===== src/rtl/voice_allocator_if.sv =====
// Event-in / voice-out bundle between the keyboard note-event stage, the voice
// allocator and the per-voice tone generators.
interface voice_allocator_if #(
    parameter int NUM_VOICES = 4,
    parameter int NOTE_W     = 8
);
    localparam int CNT_W = $clog2(NUM_VOICES + 1);

    logic                         ev_valid;
    logic                         ev_ready;
    logic                         ev_on;
    logic [NOTE_W-1:0]            ev_note;
    logic                         all_off;
    logic [NUM_VOICES-1:0]        voice_en;
    logic [NUM_VOICES*NOTE_W-1:0] voice_note;
    logic [NUM_VOICES-1:0]        voice_load;
    logic [CNT_W-1:0]             active_cnt;
    logic [7:0]                   steal_cnt;

    modport master (
        output ev_valid, ev_on, ev_note, all_off,
        input  ev_ready, voice_en, voice_note, voice_load, active_cnt, steal_cnt
    );

    modport slave (
        input  ev_valid, ev_on, ev_note, all_off,
        output ev_ready, voice_en, voice_note, voice_load, active_cnt, steal_cnt
    );
endinterface


===== src/rtl/voice_allocator.sv =====
// Assigns note-on events to tone generators (retrigger, lowest free, or
// round-robin steal) and releases voices on note-off; 3 cycles per event.
module voice_allocator #(
    parameter int NUM_VOICES = 4,
    parameter int NOTE_W     = 8
) (
    input  logic             clk,
    input  logic             rst,
    voice_allocator_if.slave bus
);
    localparam int IDX_W = $clog2(NUM_VOICES);
    localparam int CNT_W = $clog2(NUM_VOICES + 1);

    typedef enum logic [1:0] {S_IDLE, S_MATCH, S_COMMIT} state_t;
    typedef enum logic [2:0] {A_NONE, A_RETRIG, A_TAKE, A_STEAL, A_OFF} action_t;

    state_t                state_reg,       state_next;
    action_t               action_reg,      action_next;
    logic                  ev_on_reg,       ev_on_next;
    logic [NOTE_W-1:0]     ev_note_reg,     ev_note_next;
    logic [IDX_W-1:0]      target_reg,      target_next;
    logic [NUM_VOICES-1:0] voice_en_reg,    voice_en_next;
    logic [NOTE_W-1:0]     voice_note_reg   [NUM_VOICES];
    logic [NOTE_W-1:0]     voice_note_next  [NUM_VOICES];
    logic [NUM_VOICES-1:0] voice_load_reg,  voice_load_next;
    logic [CNT_W-1:0]      active_cnt_reg,  active_cnt_next;
    logic [7:0]            steal_cnt_reg,   steal_cnt_next;
    logic [IDX_W-1:0]      steal_ptr_reg,   steal_ptr_next;

    logic                  ev_ready;
    logic [NUM_VOICES-1:0] hit;
    logic [NUM_VOICES-1:0] free;
    logic [IDX_W-1:0]      hit_idx;
    logic [IDX_W-1:0]      free_idx;

    genvar gi;
    generate
        for (gi = 0; gi < NUM_VOICES; gi++) begin : g_voice
            assign hit[gi] = voice_en_reg[gi] && (voice_note_reg[gi] == ev_note_reg);
            assign bus.voice_note[gi*NOTE_W +: NOTE_W] = voice_note_reg[gi];
        end
    endgenerate

    assign free = ~voice_en_reg;

    // Descending scan so the lowest matching index wins.
    always_comb begin
        hit_idx  = '0;
        free_idx = '0;
        for (int i = NUM_VOICES - 1; i >= 0; i--) begin
            if (hit[i])  hit_idx  = IDX_W'(i);
            if (free[i]) free_idx = IDX_W'(i);
        end
    end

    always_comb begin
        state_next      = state_reg;
        action_next     = action_reg;
        ev_on_next      = ev_on_reg;
        ev_note_next    = ev_note_reg;
        target_next     = target_reg;
        voice_en_next   = voice_en_reg;
        voice_note_next = voice_note_reg;
        voice_load_next = '0;
        steal_ptr_next  = steal_ptr_reg;
        steal_cnt_next  = steal_cnt_reg;
        ev_ready        = (state_reg == S_IDLE) && !bus.all_off;

        case (state_reg)
            S_IDLE: begin
                if (bus.ev_valid && ev_ready) begin
                    ev_on_next   = bus.ev_on;
                    ev_note_next = bus.ev_note;
                    state_next   = S_MATCH;
                end
            end
            S_MATCH: begin
                state_next = S_COMMIT;
                if (!ev_on_reg) begin
                    action_next = A_OFF;
                end else if (ev_note_reg == '0) begin
                    action_next = A_NONE;
                end else if (|hit) begin
                    action_next = A_RETRIG;
                    target_next = hit_idx;
                end else if (|free) begin
                    action_next = A_TAKE;
                    target_next = free_idx;
                end else begin
                    action_next = A_STEAL;
                    target_next = steal_ptr_reg;
                end
            end
            S_COMMIT: begin
                state_next = S_IDLE;
                case (action_reg)
                    A_RETRIG: voice_load_next[target_reg] = 1'b1;
                    A_TAKE: begin
                        voice_en_next[target_reg]   = 1'b1;
                        voice_note_next[target_reg] = ev_note_reg;
                        voice_load_next[target_reg] = 1'b1;
                    end
                    A_STEAL: begin
                        voice_note_next[target_reg] = ev_note_reg;
                        voice_load_next[target_reg] = 1'b1;
                        steal_ptr_next = (steal_ptr_reg == IDX_W'(NUM_VOICES - 1))
                                         ? '0 : steal_ptr_reg + 1'b1;
                        if (steal_cnt_reg != 8'hFF) steal_cnt_next = steal_cnt_reg + 8'd1;
                    end
                    // Voice state cannot change between MATCH and COMMIT, so the live hit mask is still valid.
                    A_OFF:   voice_en_next = voice_en_reg & ~hit;
                    default: ;
                endcase
            end
            default: state_next = S_IDLE;
        endcase

        if (bus.all_off) begin
            state_next      = S_IDLE;
            voice_en_next   = '0;
            voice_load_next = '0;
            steal_ptr_next  = '0;
        end
    end

    always_comb begin
        active_cnt_next = '0;
        for (int i = 0; i < NUM_VOICES; i++) begin
            active_cnt_next = active_cnt_next + CNT_W'(voice_en_next[i]);
        end
    end

    always_ff @(posedge clk or posedge rst) begin
        if (rst) begin
            state_reg      <= S_IDLE;
            action_reg     <= A_NONE;
            ev_on_reg      <= 1'b0;
            ev_note_reg    <= '0;
            target_reg     <= '0;
            voice_en_reg   <= '0;
            voice_note_reg <= '{default: '0};
            voice_load_reg <= '0;
            active_cnt_reg <= '0;
            steal_cnt_reg  <= '0;
            steal_ptr_reg  <= '0;
        end else begin
            state_reg      <= state_next;
            action_reg     <= action_next;
            ev_on_reg      <= ev_on_next;
            ev_note_reg    <= ev_note_next;
            target_reg     <= target_next;
            voice_en_reg   <= voice_en_next;
            voice_note_reg <= voice_note_next;
            voice_load_reg <= voice_load_next;
            active_cnt_reg <= active_cnt_next;
            steal_cnt_reg  <= steal_cnt_next;
            steal_ptr_reg  <= steal_ptr_next;
        end
    end

    assign bus.ev_ready   = ev_ready;
    assign bus.voice_en   = voice_en_reg;
    assign bus.voice_load = voice_load_reg;
    assign bus.active_cnt = active_cnt_reg;
    assign bus.steal_cnt  = steal_cnt_reg;
endmodule


===== src/flat_wrapper.sv =====
// flat-port wrapper written by rule: the top's interface ports become plain ports
module voice_allocator_flat 
#(
    parameter int NUM_VOICES = 4,
    parameter int NOTE_W     = 8
)
  (clk, rst, bus_ev_valid, bus_ev_on, bus_ev_note, bus_all_off, bus_ev_ready, bus_voice_en, bus_voice_note, bus_voice_load, bus_active_cnt, bus_steal_cnt);
  voice_allocator_if #(.NUM_VOICES(NUM_VOICES), .NOTE_W(NOTE_W)) bus_i ();
  input  logic clk;
  input  logic rst;
  input wire logic [$bits(bus_i.ev_valid)-1:0] bus_ev_valid;
  input wire logic [$bits(bus_i.ev_on)-1:0] bus_ev_on;
  input wire logic [$bits(bus_i.ev_note)-1:0] bus_ev_note;
  input wire logic [$bits(bus_i.all_off)-1:0] bus_all_off;
  output wire logic [$bits(bus_i.ev_ready)-1:0] bus_ev_ready;
  output wire logic [$bits(bus_i.voice_en)-1:0] bus_voice_en;
  output wire logic [$bits(bus_i.voice_note)-1:0] bus_voice_note;
  output wire logic [$bits(bus_i.voice_load)-1:0] bus_voice_load;
  output wire logic [$bits(bus_i.active_cnt)-1:0] bus_active_cnt;
  output wire logic [$bits(bus_i.steal_cnt)-1:0] bus_steal_cnt;
  assign bus_i.ev_valid = bus_ev_valid;
  assign bus_i.ev_on = bus_ev_on;
  assign bus_i.ev_note = bus_ev_note;
  assign bus_i.all_off = bus_all_off;
  assign bus_ev_ready = bus_i.ev_ready;
  assign bus_voice_en = bus_i.voice_en;
  assign bus_voice_note = bus_i.voice_note;
  assign bus_voice_load = bus_i.voice_load;
  assign bus_active_cnt = bus_i.active_cnt;
  assign bus_steal_cnt = bus_i.steal_cnt;
  voice_allocator #(.NUM_VOICES(NUM_VOICES), .NOTE_W(NOTE_W)) u_core (.clk(clk), .rst(rst), .bus(bus_i));
endmodule

===== config.mk =====
export PLATFORM = sky130hd
export DESIGN_NAME = voice_allocator_flat
export DESIGN_NICKNAME = d
export VERILOG_FILES = /design/src/rtl/voice_allocator_if.sv /design/src/rtl/voice_allocator.sv /design/src/flat_wrapper.sv
export SDC_FILE = /design/constraint.sdc
export NUM_CORES = 1
export LEC_CHECK = 0
export ABC_AREA = 1
export ABC_CLOCK_PERIOD_IN_PS = 5840
export CAP_MARGIN = 30
export CELL_PAD_IN_SITES_DETAIL_PLACEMENT = 0
export CELL_PAD_IN_SITES_GLOBAL_PLACEMENT = 2
export CORE_MARGIN = 5
export CORE_UTILIZATION = 33
export DETAILED_ROUTE_END_ITERATION = 7
export PLACE_DENSITY = 0.95
export SLEW_MARGIN = 20
export SYNTH_ARGS = -nofsm -noshare
export SYNTH_HDL_FRONTEND = slang
export SYNTH_SLANG_ARGS = --single-unit

===== constraint.sdc =====
create_clock -name clk -period 5.84 [get_ports clk]
set_clock_uncertainty 0.15 [all_clocks]
set_input_delay 1.168 -clock clk [delete_from_list [all_inputs] [get_ports clk]]
set_output_delay 1.168 -clock clk [all_outputs]
set_load 0.1 [all_outputs]

==> flow_summary.yaml, run 1 <==
status:
  status: "complete, no violations"
die:
  die_area_um2: 12200
  num_io_pins: 65
  die_w_um: 110
  core-area_um2: 9820
  start_util_pct: 33.8
  core.rowCount: 36
  die-height_um: 110
finish:
  nNetsFinal: 475
  final_common_cell: "nand2_1"
  antenna_cells: 0
  largest_reg_flops: 32
  final_cell_mix: "nand2_1, dfrtp_1, clkdlybuf4s50_1, o21ai_0, inv_1"
  drive_above_1_share_pct: 6.28
  syn_to_final_growth_pct: 28.7
cts:
  clockBufferDepth: 2
  root_buffer: "clkbuf_8"
  clkTransAtPathRegs_ps: 80
  cts_setup_buffers: 0
  cts_made_buffers: 9
  htreeDepth: 3
  cts_tree: "done"
  cts-resized-gates: 0
  insertion_delay_ps: 350
  hold_buffers: 0
  cts_sinks: 69
synth:
  synth_fp_nets: 410
  async_flop_share_pct: 100
  synth.avg_cell_area_um2: 8.48
  yosys-top-cells-area: "dfrtp_1, nand2_1, o21ai_0"
  synth_edf_count: 0
  ys_seq_area_share_pct: 52.0
  synth_cells: 392
  synth_ff_type: "dfrtp_1"
  synth.cell_area_um2: 3320
  yosysTopAreaCellShare_pct: 52.0
  synth_largest_area_cell: "dfrtp_1"
  synth_cell_types: 30
  synth_seq_cells: 69
  yosysWarningCount: 0
sta:
  fin_tns_setup_ps: 0
  setup_ws_ps: 2210
  whs_ps: 375
  setup_viol: 0
  finalMaxSlewViolations: 0
  max-slew-margin-rel_pct: 33.2
  fmax_ghz: 0.275
  rsz0062_at_grt: "no"
  tightest_slew_ps: 998
  min_period_ps: 3630
  hold_violations: 0
  min_period_over_period_pct: 62.2
drt:
  drt_iter0_drc: 158
  viasPerCell: 4.56
  drt_wl_total_um: 8490
  drtPass1Iterations: 4
  num_vias: 2714
  drc: 0
  drtAntennaViolNets: 0
  wire_per_inst_um: 14.3
critical_path:
  cp_top_family: "buffers and inverters"
  endpoint_kind: "output pin"
  reg2reg_depth: 9
  r2r_slack_ps: 3030
  r2r-end: "u_core.bus.active_cnt[1]"
  critical_path_class: "in2out"
  startpoint: "bus_all_off"
  arrival_ps: 2310
  cp.required_ps: 4520
  slowest_stage: "clkdlybuf4s50_1"
  cp_slowest_stage_delay_ps: 540
  r2r-start: "u_core.state_reg[0]"
  crit_fanout: 7
  crit_buf_inv: 2
  start_kind: "primary input"
  crit_path_end: "bus_ev_ready"
  cp.depth: 3
  cp_cell_sequence: "clkdlybuf4s50_1 > nor3_1 > buf_4"
pwr:
  switching_share_pct: 37.3
  p_int_uw: 801
  pwr_density_cell_nw_per_um2: 298
  p_comb_share_pct: 25.7
  p_seq_share_pct: 43.3
  p_switching_uw: 476
  ir_drop_mv: 0.214
  clock_power_share_pct: 31.1
  leakagePower_nw: 1.92
placement:
  portBuffers: 64
  gp_congestion: 0.845
  dpl_worst_slack_ps: 2210
  hpwl_um: 6300
global_routing:
  antenna_found_initial: 0
  grt_use_total_pct: 15.1
  grt_overflow_total: 0
  grt_pass1_vias: 2732
  grt_max_degree: 37
  grt_pass1_wl_um: 13800
min_path:
  min_path_type: "reg2reg"
flow_run:
  maxCapViolations: 0
[stage by stage]
stage / std cells / area [um2] / utilization [%] / power [mW]
finish: 595 / 4280 / 43.6 / 1.28
global route: 595 / 4280 / 43.6 / 1.34
CTS: 595 / 4280 / 43.6 / 1.29
detailed placement: 579 / 4080 / 41.5 / 0.892
global placement: 579 / 4080 / 41.5 / 0.889
floorplan: 392 / 3320 / - / 0.807
[power groups by stage]
stage	registers [mW]	clock network, mW	logic, mW
after CTS	0.554	0.407	0.331
after global placement	0.562	0	0.327
after floorplan	0.665	0	0.142
after global routing	0.561	0.425	0.356
after detailed placement	0.563	0	0.329
final	0.552	0.397	0.327
[cells in the mapped netlist, types with 5 or more instances]
cell type  number
buf_2           5
xor2_1          5
xnor2_1        27
o21ai_0        49
dfrtp_1        69
nand3_1        13
nor3_1          5
nand2_1       116
inv_1          41
nor2_1         23
inv_2           5
[kinds of logic (layout without fill, tap and decap cells)]
family | count (synthesis) | count (layout) | synth area share [%]
AOI/OAI and AO/OA | 60 | 60 | 9.49
buffers and inverters | 58 | 128 | 7.04
and+or+nand+nor | 168 | 168 | 21.0
DFF | 69 | 69 | 52.0
xor gates and xnor gates | 32 | 32 | 8.43
adders and majority gates | 5 | 5 | 2.11
[how the worst min path moves through the flow]
stage                                       start                        to  slack, ps  depth (start not counted)
after global routing      u_core.bus.steal_cnt[2]   u_core.bus.steal_cnt[2]        390                          1
after global placement    u_core.bus.steal_cnt[2]   u_core.bus.steal_cnt[2]        350                          1
final                     u_core.bus.steal_cnt[2]   u_core.bus.steal_cnt[2]        380                          1
after CTS                 u_core.bus.steal_cnt[2]   u_core.bus.steal_cnt[2]        380                          1
after floorplan              u_core.target_reg[1]  u_core.bus.voice_load[1]        340                          1
after detailed placement  u_core.bus.steal_cnt[2]   u_core.bus.steal_cnt[2]        370                          1
[metal layers]
layer	up-vias	track usage, %	routed length [um]
met5	-	0	0
met4	0	3.43	79
met3	8	4.48	623
met2	85	24.4	3950
met1	1253	20.1	3840
li1	1368	-	-
[worst register-to-register path: cells and delay by family (launching register included)]
| family | cells | cell delay, ps |
|---|---|---|
| flops | 1 | 380 |
| buf+inv | 2 | 120 |
| simple gates | 4 | 1060 |
| fa+ha+maj | 3 | 1000 |
[area by class of cell]
type / instances / area, um2
clock buffers: 9 / 124
clock inverters: 7 / 76.3
fillers: 1032 / 5540
inverters: 47 / 176
multi-input cells: 265 / 1360
flip-flops and latches: 69 / 1730
well taps: 133 / 166
repair buffers: 65 / 646
Note: power is estimated with default switching activity, not from simulation.
==> inputs of run 2 (changes only) <==
Settings changed: ABC_CLOCK_PERIOD_IN_PS 5840 to 3500, CORE_UTILIZATION 33 to 30, PLACE_DENSITY 0.95 to 0.88.
Clock period 5.84 ns to 3.5 ns, I/O delays scaled along.
==> run 2 against run 1 <==
Compared with the run above: sequential share of layout area grew 1.1 points; power increased by 62%; largest power group unchanged; critical path type is now in2reg; sequential power up 67%; via count shrank 0.55%; cell count rose by 1.3%; first-iteration DRC count rose by 7.6%; hold slack gained 2.2 ps; combinational power rose by 65%.
==> flow_summary.yaml, run 2 (same netlist as run 1, synthesis figures left out) <==
status:
  status: "complete, no violations"
cts:
  cts-resized-gates: 0
  cts_sinks: 69
  hold_buffers: 0
  cts_setup_buffers: 0
  cts_tree: "done"
  htreeDepth: 3
  cts_made_buffers: 9
  clkTransAtPathRegs_ps: 80
  root_buffer: "clkbuf_8"
  insertion_delay_ps: 340
  clockBufferDepth: 2
sta:
  setup_ws_ps: 675
  fin_tns_setup_ps: 0
  finalMaxSlewViolations: 0
  max-slew-margin-rel_pct: 51.1
  setup_viol: 0
  min_period_over_period_pct: 80.7
  tightest_slew_ps: 733
  fmax_ghz: 0.354
  hold_violations: 0
  min_period_ps: 2830
  rsz0062_at_grt: "no"
  whs_ps: 377
critical_path:
  crit_fanout: 7
  cp.required_ps: 3570
  endpoint_kind: "register"
  arrival_ps: 2890
  start_kind: "primary input"
  critical_path_class: "in2reg"
die:
  die_w_um: 115
  core.rowCount: 38
  core-area_um2: 10800
  die-height_um: 115
  start_util_pct: 30.7
  die_area_um2: 13300
  num_io_pins: 65
finish:
  fillerInstances: 1186
  final_cell_mix: "nand2_1, dfrtp_1, buf_4, o21ai_0, inv_1"
  seq_area_um2: 1730
  largest_reg_flops: 32
  nNetsFinal: 476
  multi_input_area_um2: 1370
  final_common_cell: "nand2_1"
  drive_above_1_share_pct: 17.5
  antenna_cells: 0
  syn_to_final_growth_pct: 25.2
pwr:
  ir_drop_mv: 0.379
  leakagePower_nw: 2.03
  pwr_density_cell_nw_per_um2: 496
global_routing:
  grt_max_degree: 35
  grt_pass1_vias: 2727
  grt_pass1_wl_um: 14400
  antenna_found_initial: 0
  grt_use_total_pct: 14.0
  grt_overflow_total: 0
drt:
  viasPerCell: 4.48
  drt_iter0_drc: 170
  num_vias: 2699
  drc: 0
  drtAntennaViolNets: 0
  drt_wl_total_um: 8590
  wire_per_inst_um: 14.2
  drtPass1Iterations: 4
placement:
  portBuffers: 64
  gp_congestion: 0.789
  hpwl_um: 6440
  dpl_worst_slack_ps: 334
flow_run:
  maxCapViolations: 0
min_path:
  min_path_type: "reg2reg"
## run 2: final timing paths
path | from | end | slack (ps) | cells past startpoint
setup / recovery | bus_all_off | u_core.bus.active_cnt[1] | 670 | 7
hold / removal | u_core.bus.steal_cnt[2] | u_core.bus.steal_cnt[2] | 380 | 1
setup reg to reg | u_core.state_reg[0] | u_core.bus.active_cnt[1] | 760 | 9
hold reg to reg | u_core.bus.steal_cnt[2] | u_core.bus.steal_cnt[2] | 380 | 1
max in group asynchronous | rst | u_core.bus.voice_en[0] | 1800 | 3
min in group asynchronous | rst | u_core.bus.voice_note[26] | 650 | 2
## run 2: through the flow
step | power [mW] | area (um2) | utilization, % | std cells
global placement | 1.48 | 3980 | 36.7 | 587
floorplan | 1.35 | 3330 | - | 392
detailed placement | 1.48 | 3980 | 36.7 | 587
global route | 2.18 | 4160 | 38.4 | 603
finish | 2.06 | 4160 | 38.4 | 603
CTS | 2.09 | 4160 | 38.4 | 603
## run 2: metal layers
layer | GRT usage (%) | up-vias | wire length [um]
li1 | - | 1367 | -
met1 | 19.4 | 1248 | 4040
met2 | 22.1 | 74 | 3960
met3 | 2.89 | 10 | 470
met4 | 4.23 | 0 | 111
met5 | 0 | - | 0
## run 2: worst max-delay path: stages
cell and delay, ps:
clkdlybuf4s50_1 540, nor2_1 270, a32oi_1 140, a31oi_1 240
ha_1 300, fa_1 420, ha_1 270
## run 2: layout make-up
cell class	count	area share, %
Clock buffer	12	3.73
Clock inverter	4	0.541
Tap cell	140	4.21
Timing Repair Buffer	66	12.9
Inverter	47	4.24
Multi-Input combinational cell	265	32.9
Sequential cell	69	41.5
## run 2: power by group
group / internal, mW / total (mW) / switching [mW] / leakage, nW
Clock: 0.293 / 0.599 / 0.306 / 0.0921
Sequential: 0.851 / 0.923 / 0.0719 / 0.938
Combinational: 0.147 / 0.540 / 0.393 / 1.00
